$ cat config.mk
export PLATFORM = sky130hd
export DESIGN_NAME = maquina_vendas_param
export DESIGN_NICKNAME = d
export VERILOG_FILES = /design/src/rtl/maquina_vendas_param.sv
export SDC_FILE = /design/constraint.sdc
export NUM_CORES = 1
export LEC_CHECK = 0
export BUFFER_PORTS_ARGS = -buffer_cell sky130_fd_sc_hd__buf_2
export CORE_MARGIN = 2
export CORE_UTILIZATION = 53
export DETAILED_ROUTE_END_ITERATION = 6
export GPL_ROUTABILITY_DRIVEN = 0
export PLACE_DENSITY = 0.79
export SETUP_SLACK_MARGIN = 0.02
export SYNTH_ARGS = -nofsm -noshare
export SYNTH_HDL_FRONTEND = slang
export SYNTH_SLANG_ARGS = --single-unit
$ cat constraint.sdc
create_clock -name clk -period 8.7 [get_ports clk]
set_clock_uncertainty 0.2 [all_clocks]
set_input_delay 0.87 -clock clk [delete_from_list [all_inputs] [get_ports clk]]
set_output_delay 0.87 -clock clk [all_outputs]
set_load 0.05 [all_outputs]
$ cat src/rtl/maquina_vendas_param.sv
// Vending machine controller: coin credit, keypad product code,
// dispense with change, full refund on cancel or inactivity.
module maquina_vendas_param #(
  parameter int CODE_DIGITS     = 2,
  parameter int CREDIT_W        = 8,
  parameter int TIMEOUT         = 50000000,
  parameter int DISPENSE_CYCLES = 4
) (
  input  logic                     clk,
  input  logic                     reset,
  input  logic                     coin_valid,
  input  logic [CREDIT_W-1:0]      coin_value,
  input  logic                     key_valid,
  input  logic [3:0]               key_code,
  input  logic [CREDIT_W-1:0]      price,
  input  logic                     product_exists,
  output logic [4*CODE_DIGITS-1:0] product_code,
  output logic [CREDIT_W-1:0]      credit,
  output logic [2:0]               state,
  output logic                     dispense,
  output logic                     change_valid,
  output logic [CREDIT_W-1:0]      change_amount,
  output logic                     refund,
  output logic                     error
);

  localparam int CW = 4 * CODE_DIGITS;
  localparam int NW = $clog2(CODE_DIGITS + 1);
  localparam int TW = (TIMEOUT > 2) ? $clog2(TIMEOUT) : 1;
  localparam int DW = (DISPENSE_CYCLES > 2) ? $clog2(DISPENSE_CYCLES) : 1;

  typedef enum logic [2:0] {
    S_IDLE   = 3'd0,
    S_CODE   = 3'd1,
    S_PAY    = 3'd2,
    S_DISP   = 3'd3,
    S_REFUND = 3'd4
  } state_t;

  state_t              state_q, state_d;
  logic [CREDIT_W-1:0] credit_q, credit_d;
  logic [CW-1:0]       code_q, code_d;
  logic [NW-1:0]       cnt_q, cnt_d;
  logic [TW-1:0]       timer_q, timer_d;
  logic [DW-1:0]       disp_q, disp_d;
  logic [CREDIT_W-1:0] chg_q, chg_d;
  logic                chg_v_q, chg_v_d;
  logic                err_q, err_d;

  logic                is_digit, is_cancel, is_enter;
  logic                active, coin_en, coin_ok, coin_ovf;
  logic                code_full, timeout, cancel, digit_ok;
  logic [CREDIT_W:0]   sum;
  logic [CREDIT_W-1:0] credit_acc;

  // Decode strobes and the credit including any coin accepted this cycle
  always_comb begin
    is_digit   = key_valid && (key_code <= 4'd9);
    is_cancel  = key_valid && (key_code == 4'd10);
    is_enter   = key_valid && (key_code == 4'd11);
    active     = (state_q == S_CODE) || (state_q == S_PAY);
    coin_en    = coin_valid && (active || state_q == S_IDLE);
    sum        = {1'b0, credit_q} + {1'b0, coin_value};
    coin_ovf   = coin_en && sum[CREDIT_W];
    coin_ok    = coin_en && !sum[CREDIT_W];
    credit_acc = coin_ok ? sum[CREDIT_W-1:0] : credit_q;
    code_full  = (cnt_q == NW'(CODE_DIGITS));
    timeout    = active && (timer_q == TW'(TIMEOUT - 1));
    cancel     = is_cancel || timeout;
    digit_ok   = is_digit && !code_full &&
                 (state_q == S_IDLE || state_q == S_CODE);
  end

  // Next-state and datapath updates
  always_comb begin
    state_d  = state_q;
    credit_d = credit_acc;
    code_d   = code_q;
    cnt_d    = cnt_q;
    disp_d   = disp_q;
    chg_d    = chg_q;
    chg_v_d  = 1'b0;
    err_d    = coin_ovf;
    unique case (state_q)
      S_IDLE, S_CODE, S_PAY: begin
        if (cancel) begin
          code_d = '0;
          cnt_d  = '0;
          if (credit_acc != '0) begin
            state_d  = S_REFUND;
            chg_d    = credit_acc;
            chg_v_d  = 1'b1;
            credit_d = '0;
          end else begin
            state_d = S_IDLE;
          end
        end else if (digit_ok) begin
          code_d  = (code_q << 4) | CW'(key_code);
          cnt_d   = cnt_q + NW'(1);
          state_d = S_CODE;
        end else if (is_enter && code_full && state_q == S_CODE) begin
          if (product_exists) begin
            state_d = S_PAY;
          end else begin
            err_d   = 1'b1;
            code_d  = '0;
            cnt_d   = '0;
            state_d = S_IDLE;
          end
        end else if (state_q == S_PAY && credit_q >= price) begin
          state_d  = S_DISP;
          chg_d    = credit_acc - price;
          chg_v_d  = (credit_acc != price);
          credit_d = '0;
          disp_d   = '0;
        end
      end
      S_DISP: begin
        if (disp_q == DW'(DISPENSE_CYCLES - 1)) begin
          state_d = S_IDLE;
          code_d  = '0;
          cnt_d   = '0;
        end else begin
          disp_d = disp_q + DW'(1);
        end
      end
      S_REFUND: state_d = S_IDLE;
      default:  state_d = S_IDLE;
    endcase
  end

  // Inactivity timer: restarts on any activity or state change
  always_comb begin
    if (!active || state_d != state_q || coin_ok || digit_ok)
      timer_d = '0;
    else
      timer_d = timer_q + TW'(1);
  end

  // State and datapath registers
  always_ff @(posedge clk or negedge reset) begin
    if (!reset) begin
      state_q  <= S_IDLE;
      credit_q <= '0;
      code_q   <= '0;
      cnt_q    <= '0;
      timer_q  <= '0;
      disp_q   <= '0;
      chg_q    <= '0;
      chg_v_q  <= 1'b0;
      err_q    <= 1'b0;
    end else begin
      state_q  <= state_d;
      credit_q <= credit_d;
      code_q   <= code_d;
      cnt_q    <= cnt_d;
      timer_q  <= timer_d;
      disp_q   <= disp_d;
      chg_q    <= chg_d;
      chg_v_q  <= chg_v_d;
      err_q    <= err_d;
    end
  end

  assign product_code  = code_q;
  assign credit        = credit_q;
  assign state         = state_q;
  assign dispense      = (state_q == S_DISP);
  assign refund        = (state_q == S_REFUND);
  assign change_valid  = chg_v_q;
  assign change_amount = chg_q;
  assign error         = err_q;

endmodule
==> results of run 1 <==
==> Yosys cell counts, types with 6 or more instances <==
master     n  area [µm²]
a21oi_1   11       55.05
a22o_1     9       78.83
clkbuf_1   7       26.28
dfrtp_1   59        1476
ha_1      26       325.3
inv_1     26       97.59
mux2i_1    9       90.09
nand2_1   29       108.9
nand3_1   19       95.09
nand4_1    8       50.05
nor2_1    54       202.7
nor3_1     6       30.03
o21ai_0   24       120.1
xnor2_1   14       122.6
xor2_1    24       210.2
==> area by class of cell <==
| class | count | share of cell area [%] |
|---|---|---|
| clock buffer | 12 | 3.453 |
| clock inverter | 4 | 1.191 |
| inverter | 26 | 2.322 |
| multi-input combinational | 296 | 48.62 |
| sequential | 59 | 35.13 |
| tap | 80 | 2.382 |
| timing repair buffer | 57 | 6.907 |
==> stage by stage <==
stage | area, µm² | util (%) | setup slack [ps] | total power, µW | std cells
4_1_cts | 4203 | 62.55 | 3612 | 1515 | 534
2_1_floorplan | 3660 | - | 4037 | 1056 | 390
5_1_grt | 4203 | 62.55 | 3116 | 1625 | 534
6_report | 4203 | 62.55 | 3592 | 1512 | 534
3_5_place_dp | 4008 | 59.65 | 3254 | 1260 | 518
3_3_place_gp | 4008 | 59.65 | 3399 | 1229 | 518
==> final timing paths <==
path | startpoint | to | slack, ps | cells after the start
setup / recovery | coin_value[0] | change_amount[7] | 3590 | 16
hold / removal | product_code[6] | product_code[6] | 290 | 1
setup reg to reg | credit[0] | change_amount[7] | 3760 | 15
hold reg to reg | product_code[6] | product_code[6] | 290 | 1
max in group asynchronous | reset | cnt_q[1] | 7340 | 2
min in group asynchronous | reset | timer_q[13] | 470 | 2
==> sequential cells by signal, indices dropped and copies added, names as in the netlist <==
signal,cells
cnt_q,2
change_valid,1
credit,8
state,3
product_code,8
timer_q,26
change_amount,8
disp_q,2
error,1
==> per-layer routing <==
layer  part of all wire [%]  wire length [µm]
met2                     50              4251
met5                      0                 0
met1                     43              3641
met4                    2.2               187
met3                    5.6               483
==> worst max-delay path, cell delays in order <==
cell and delay, ps:
buf_2 100, ha_1 210, fa_1 410, a211o_1 320, a2111oi_2 370, o2111ai_1 580, mux2i_1 440, inv_1 130
ha_1 300, nor2b_1 160, nor2_1 60, o21ai_0 360, mux2i_1 230, nand3_1 100, xor2_1 200, mux2_4 280
==> kinds of logic (layout without fill, tap and decap cells) <==
group / Yosys count / after routing / share of synthesized area, %
and+or+nand+nor: 146 / 146 / 19.25
AOI/OAI and AO/OA: 72 / 72 / 13.81
DFF: 59 / 59 / 40.34
xor gates and xnor gates: 38 / 38 / 9.094
buffers and inverters: 35 / 99 / 3.829
adders and majority gates: 28 / 28 / 9.983
muxes: 12 / 12 / 3.692
==> power groups by stage <==
stage / Clock (µW) / Sequential [µW] / Combinational (µW)
floorplan: 0 / 589 / 467
global placement: 0 / 411 / 818
detailed placement: 0 / 411 / 848
CTS: 255 / 408 / 852
global route: 266 / 417 / 941
finish: 250 / 409 / 853
==> flow_summary.toml, run 1 <==
[drt]
viasPerCell = 5.949
drt-total-wl_um = 8564
drc_errors = 0
final_antenna_net_count = 0
num_vias = 3177
wl_per_cell_um = 16.04
first_iter_violations = 165
first_pass_iters = 5

[timing]
post-route-period-util_pct = 58.71
rsz0062_at_grt = "no"
worst_pin_slew_ps = 1164
holdWs_ps = 293.6
slew_violations = 0
setup_viol = 0
max_freq_mhz = 195.8
slew_headroom_pct = 22.31
finalSetupTns_ps = 0
period_minus_slack_ps = 5108
final_hold_viol_count = 0

[worst_setup_path]
cp-start-kind = "primary input"
crit_required_ps = 8720
critPathMaxFanout = 11
cp.arrival_ps = 5130
endpoint_kind = "register"
path_class = "in -> reg"

[cts]
clk_latency_ps = 340
clock_sinks = 59
cts_buffers = 9
ctsRootBufferMaster = "clkbuf_8"
postCtsSetupBuffers = 0
path_clk_slew_ps = 60
htree_levels = 3
clock_path_buffers = 2
tritoncts = "yes"
hold_buffers = 0
cts_resized = 0

[global_route]
use_met3_pct = 6.351
grt_pass1_vias = 3147
grt_antenna_before_repair = 0
use_met2_pct = 39.49
overflow = 0
grt_pass1_wl_um = 14370
grt_util_all_layers_pct = 23.94
grt_max_degree = 60
grt.busiest_layer = "met2"
met1_usage_pct = 29.56

[power_and_ir_drop]
swShare_pct = 48.91
p_per_area_nw_per_um2 = 359.8
switchingPower_uw = 739.6
power_frac_clock_pct = 16.5
p_seq_share_pct = 27.0
p_leak_uw = 0.002033
internal_power_uw = 772.5
combPwrFrac_pct = 56.4
peakVddDrop_mv = 0.2567

[cells_and_area]
final_common_cell = "dfrtp_1"
layout_common_cells = "59 x dfrtp_1, 55 x buf_2, 54 x nor2_1"
multi_input_area_um2 = 2043
fillCellCount = 569
seqCellArea_um2 = 1476
drive_gt1_share_pct = 17.62
final_nets = 502
area_delta_synth_final_pct = 14.84
diodes = 0

[min_path]
hold_class = "reg -> reg"

[yosys]
ys_ff_latch = 59
synth_nets = 443
syn_inst = 390
ys_types = 49
syn_avg_cell_area_um2 = 9.384
synth_edf_count = 0
async_reset_ff_share_pct = 100.0
ys.flop_type = "dfrtp_1"
synth_area_um2 = 3660
yosysSeqAreaShare_pct = 40.34
ys_warn_count = 0

[status]
status = "complete, no violations"

[flow_run]
cap_viol_max_count = 0

[place]
dpl.hpwl_um = 6283
portBuffers = 55

[die]
io-pin-count = 56
placementRows = 30
start_util_pct = 54.47
dieArea_um2 = 7586
die_y_um = 87.10
fp.coreArea_um2 = 6719
fp.dieW_um = 87.10
No activity file was read; power rests on OpenSTA's default activity.
==> inputs of run 2 (changes only) <==
==> constraint.sdc (replaced) <==
create_clock -name clk -period 5.18 [get_ports clk]
set_clock_uncertainty 0.2 [all_clocks]
set_input_delay 0.518 -clock clk [delete_from_list [all_inputs] [get_ports clk]]
set_output_delay 0.518 -clock clk [all_outputs]
set_load 0.05 [all_outputs]
==> run 2 against run 1 <==
  * Core utilization is 0.58 points higher
  * Final cell count grew 0.37%
  * Clock-buffer cell count did not move
  * Non-clock buffer count grew 2
  * Setup slack got worse by 2900 ps
  * Die area stayed put
  * Worst hold slack got worse by 170 ps
  * Wire length grew 0.40%
  * First-iteration DRC count increased by 38%
  * Sequential power increased by 68%
  * Register-to-register slack worse by 3100 ps
  * Critical endpoint is now change_amount[6]
  * Largest cell class unchanged
==> flow_summary.toml, run 2 (same netlist as run 1, synthesis figures left out) <==
[die]
die_y_um = 87.10
io-pin-count = 56
dieArea_um2 = 7586
placementRows = 30
start_util_pct = 54.47
fp.dieW_um = 87.10
fp.coreArea_um2 = 6719

[power_and_ir_drop]
p_seq_share_pct = 26.6
swShare_pct = 47.89
combPwrFrac_pct = 55.4
peakVddDrop_mv = 0.4253
p_leak_uw = 0.002060
p_per_area_nw_per_um2 = 610.7
switchingPower_uw = 1240
power_frac_clock_pct = 18.1
internal_power_uw = 1350

[timing]
slew_violations = 0
slew_headroom_pct = 27.91
final_hold_viol_count = 0
fin_ws_ps = 658.5
setup_viol = 0
worst_pin_slew_ps = 1076
post-route-period-util_pct = 87.29
period_minus_slack_ps = 4521
finalSetupTns_ps = 0
max_freq_mhz = 221.2
rsz0062_at_grt = "no"

[place]
place_area_um2 = 4023
dpl.hpwl_um = 6143
place_ws_ps = 559.4
portBuffers = 55

[cells_and_area]
layout_common_cells = "59 x dfrtp_1, 55 x buf_2, 54 x nor2_1"
final_nets = 504
top_register = "timer_q"
area_delta_synth_final_pct = 15.90
fillCellCount = 562
fin_area_um2 = 4242
diodes = 0
final_common_cell = "dfrtp_1"
drive_gt1_share_pct = 17.98
largest_register_ffs = 26

[worst_setup_path]
cp_slowest_stage_delay_ps = 430
cp.arrival_ps = 4550
crit_required_ps = 5210
r2r-end = "change_amount[6]"
slowest_stage = "dfrtp_1"
cp_cell_sequence = "ha_1 > fa_1 > a211o_1 > a2111oi_2 > o2111ai_1 > mux2i_1 > ha_1 > inv_1 > fa_1 > a21o_1 > a21oi_1 > o21bai_1 > a21oi_1 > xor2_1 > nand2_1 > a32o_1"
r2r_start = "credit[0]"
worst-r2r-setup-slack_ps = 660
critPathMaxFanout = 5
endpoint_kind = "register"
cp-start-kind = "register"
path_class = "reg -> reg"
rr_worst_depth = 16

[status]
status = "complete, no violations"

[flow_run]
cap_viol_max_count = 0

[cts]
clock_sinks = 59
clk_latency_ps = 340
ctsRootBufferMaster = "clkbuf_8"
tritoncts = "yes"
cts_resized = 0
htree_levels = 3
postCtsSetupBuffers = 0
cts_buffers = 9
path_clk_slew_ps = 70
hold_buffers = 0
clock_path_buffers = 2

[global_route]
grt_pass1_vias = 3005
overflow = 0
grt_antenna_before_repair = 0
grt_util_all_layers_pct = 23.93
grt_pass1_wl_um = 14150
grt_max_degree = 60

[drt]
final_antenna_net_count = 0
first_iter_violations = 228
drc_errors = 0
first_pass_iters = 5
viasPerCell = 5.774
wl_per_cell_um = 16.04
num_vias = 3095
drt-total-wl_um = 8598

[min_path]
hold_class = "in -> async"
## run 2: metal layers
layer	part of all wire (%)	wire, µm	vias up	GRT usage, %
li1	-	-	1506	-
met1	44	3814	1476	30.84
met2	49	4209	101	39.49
met3	5.4	463	12	6.445
met4	1.3	111	0	7.273
met5	0	0	-	0
## run 2: worst max-delay path, delay by kind of cell, from the launching register on
| kind | cells | cell delay [ps] |
|---|---|---|
| adders and majority gates | 4 | 1280 |
| AOI/OAI and AO/OA | 8 | 1890 |
| DFF | 1 | 430 |
| xor gates and xnor gates | 1 | 170 |
| and+or+nand+nor | 1 | 70 |
| buffers and inverters | 1 | 60 |
| muxes | 1 | 320 |
## run 2: through the flow
stage | util [%] | hold slack [ps] | power, µW | std cells
after floorplan | - | 22.41 | 1774 | 390
after global placement | 59.87 | 269.5 | 2067 | 520
after detailed placement | 59.87 | 282.4 | 2100 | 520
after CTS | 63.13 | 148.3 | 2587 | 536
after global routing | 63.13 | 201.2 | 2771 | 536
final | 63.13 | 122.5 | 2590 | 536
## run 2: final cells by class
| cell class | count | area [µm²] | area share, % |
|---|---|---|---|
| Sequential cell | 59 | 1476 | 34.81 |
| Clock buffer | 12 | 145.1 | 3.422 |
| Timing Repair Buffer | 59 | 305.3 | 7.198 |
| Inverter | 26 | 97.59 | 2.301 |
| Clock inverter | 4 | 73.82 | 1.740 |
| Tap cell | 80 | 100.1 | 2.360 |
| Multi-Input combinational cell | 296 | 2043 | 48.17 |
## run 2: worst max-delay path by stage
stage / to / slack (ps) / start / cells after the start
finish: change_amount[6] / 660 / credit[0] / 16
detailed placement: change_amount[6] / 560 / coin_value[0] / 17
floorplan: change_amount[6] / 720 / credit[0] / 17
global route: change_amount[6] / 320 / credit[0] / 16
CTS: change_amount[6] / 700 / credit[0] / 16
global placement: change_amount[7] / 690 / coin_value[0] / 16
## run 2: power by group through the flow
stage / registers (µW) / logic (µW) / clock network [µW]
final: 688 / 1430 / 468
after global routing: 702 / 1570 / 495
after CTS: 685 / 1430 / 477
after detailed placement: 691 / 1410 / 0
after global placement: 690 / 1380 / 0
after floorplan: 990 / 784 / 0
==> inputs of run 3 (changes only) <==
==> constraint.sdc (replaced) <==
create_clock -name clk -period 5.18 [get_ports clk]
set_clock_uncertainty 0.2 [all_clocks]
set_input_delay 0 -clock clk [delete_from_list [all_inputs] [get_ports clk]]
set_output_delay 0 -clock clk [all_outputs]
set_load 0.05 [all_outputs]
==> run 3 against run 2 <==
  * Core utilization up 1.8 points
  * Clock power up 5.8%
  * Setup slack better by 26 ps
  * Die area unchanged
  * Non-clock buffer count up 10
  * Critical path depth unchanged
  * Clock-buffer cell count up 1
  * Combinational power about the same
  * First-iteration DRC count down 27%
  * Wire length down 0.62%
  * Power up 1.4%
  * Fmax up 0.57%
  * Critical endpoint unchanged
  * Largest power group unchanged
==> flow_summary.toml, run 3 (same netlist as run 1, synthesis figures left out) <==
[place]
dpl.hpwl_um = 6152
dp.cells = 520
portBuffers = 55

[timing]
post-route-period-util_pct = 86.79
period_minus_slack_ps = 4496
finalSetupTns_ps = 0
setup_viol = 0
rsz0062_at_grt = "no"
max_freq_mhz = 222.4
final_hold_viol_count = 0
slew_headroom_pct = 24.02
worst_pin_slew_ps = 1134
slew_violations = 0

[drt]
drt-total-wl_um = 8545
drc_errors = 0
num_vias = 3127
viasPerCell = 5.727
met2WireLength_um = 4127
wl_per_cell_um = 15.65
wl_met1_um = 3753
final_antenna_net_count = 0
top_layer = "met4"
first_pass_iters = 5
met3_length_um = 523
first_iter_violations = 167

[worst_setup_path]
cp_cell_sequence = "ha_1 > fa_1 > a211o_1 > a2111oi_2 > o2111ai_1 > mux2i_1 > ha_1 > inv_1 > fa_1 > a21o_1 > a21oi_1 > o21bai_1 > a21oi_1 > xor2_1 > nand2_1 > a32o_1"
cp_slowest_stage_delay_ps = 420
cp.arrival_ps = 4520
cp-start-kind = "register"
endpoint_kind = "register"
worst-path-buf-inv = 1
crit_required_ps = 5210
cp_top_family = "compound AO/OA/AOI/OAI gates"
path_class = "reg -> reg"
slowest_stage = "dfrtp_1"
critPathMaxFanout = 5

[die]
start_util_pct = 54.47
die_y_um = 87.10
io-pin-count = 56
fp.coreArea_um2 = 6719
placementRows = 30
dieArea_um2 = 7586
fp.dieW_um = 87.10

[cts]
clock_path_buffers = 2
ctsRootBufferMaster = "clkbuf_8"
postCtsSetupBuffers = 0
cts_buffers = 9
htree_levels = 3
path_clk_slew_ps = 70
clock_sinks = 59
clk_latency_ps = 340
tritoncts = "yes"

[cells_and_area]
layoutNonFillerInstCount = 546
largest_register_ffs = 26
seqCellArea_um2 = 1476
final_common_cell = "dfrtp_1"
final_nets = 514
drive_gt1_share_pct = 17.81
multi_input_area_um2 = 2043
fillCellCount = 529
top_register = "timer_q"
area_delta_synth_final_pct = 19.15
diodes = 0
layout_common_cells = "59 x dfrtp_1, 55 x buf_2, 54 x nor2_1"

[global_route]
grt_max_degree = 60
overflow = 0
grt_antenna_before_repair = 0
grt_util_all_layers_pct = 24.16
grt_pass1_wl_um = 14410
grt_pass1_vias = 3073

[power_and_ir_drop]
peakVddDrop_mv = 0.5061
p_leak_uw = 0.002111
p_per_area_nw_per_um2 = 602.2

[status]
status = "complete, no violations"

[min_path]
hold_class = "in -> reg"

[flow_run]
cap_viol_max_count = 0
## run 3: changes by cell type in the layout (fill, tap and decap cells not counted), sizes merged
cell / delta
clkbuf: +1
clkinv: -1
dlygate4sd3: +10
## run 3: path summary, 6_finish.rpt
check / start / depth (start not counted) / slack (ps) / endpoint
max in group asynchronous: reset / 3 / 4140 / state[2]
setup / recovery: credit[0] / 16 / 680 / change_amount[6]
setup reg to reg: credit[0] / 16 / 680 / change_amount[6]
hold reg to reg: product_code[6] / 1 / 300 / product_code[6]
hold / removal: price[7] / 4 / 20 / change_valid
min in group asynchronous: reset / 3 / 140 / timer_q[14]
## run 3: cell type report
class                   instances  area share (%)
clock buffers                  13           3.874
clock inverters                 3           1.578
inverters                      26           2.238
multi-input cells             296           46.86
flip-flops and latches         59           33.86
well taps                      80           2.296
repair buffers                 69           9.297
## run 3: metal layers
| layer | global-route usage (%) | vias to the layer above |
|---|---|---|
| met4 | 7.692 | 0 |
| met1 | 31.55 | 1483 |
| met5 | 0 | - |
| met3 | 6.256 | 16 |
| met2 | 39.42 | 105 |
| li1 | - | 1523 |
## run 3: timing repair
item	4_1_cts	5_1_grt
gates resized for setup	0	0
hold endpoints to repair	66	0
hold buffers	10	0
## run 3: report_power, final
part | total [µW] | internal [µW] | switching [µW] | leakage [µW]
Combinational | 1440 | 508 | 933 | 0.00122
Sequential | 690 | 569 | 121 | 0.000767
Clock | 495 | 312 | 184 | 0.000120
Total | 2630 | 1390 | 1240 | 0.00211
## run 3: worst min-delay path, delay by kind of cell
kind	cells	cell delay [ps]
AO/OA/AOI/OAI	1	110
XOR/XNOR	1	200
buffers and inverters	2	180
## run 3: per-stage QoR
step / setup slack (ps) / hold WS (ps) / total power, µW / util [%] / cell area (µm²)
2_1_floorplan: 715.8 / -495.6 / 1774 / - / 3660
3_3_place_gp: 855.2 / -8.066 / 2064 / 59.87 / 4023
3_5_place_dp: 751.0 / -1.806 / 2106 / 59.87 / 4023
4_1_cts: 735.1 / 0.2477 / 2622 / 64.90 / 4360
5_1_grt: 323.3 / 50.92 / 2806 / 64.90 / 4360
6_report: 684.1 / 19.93 / 2626 / 64.90 / 4360
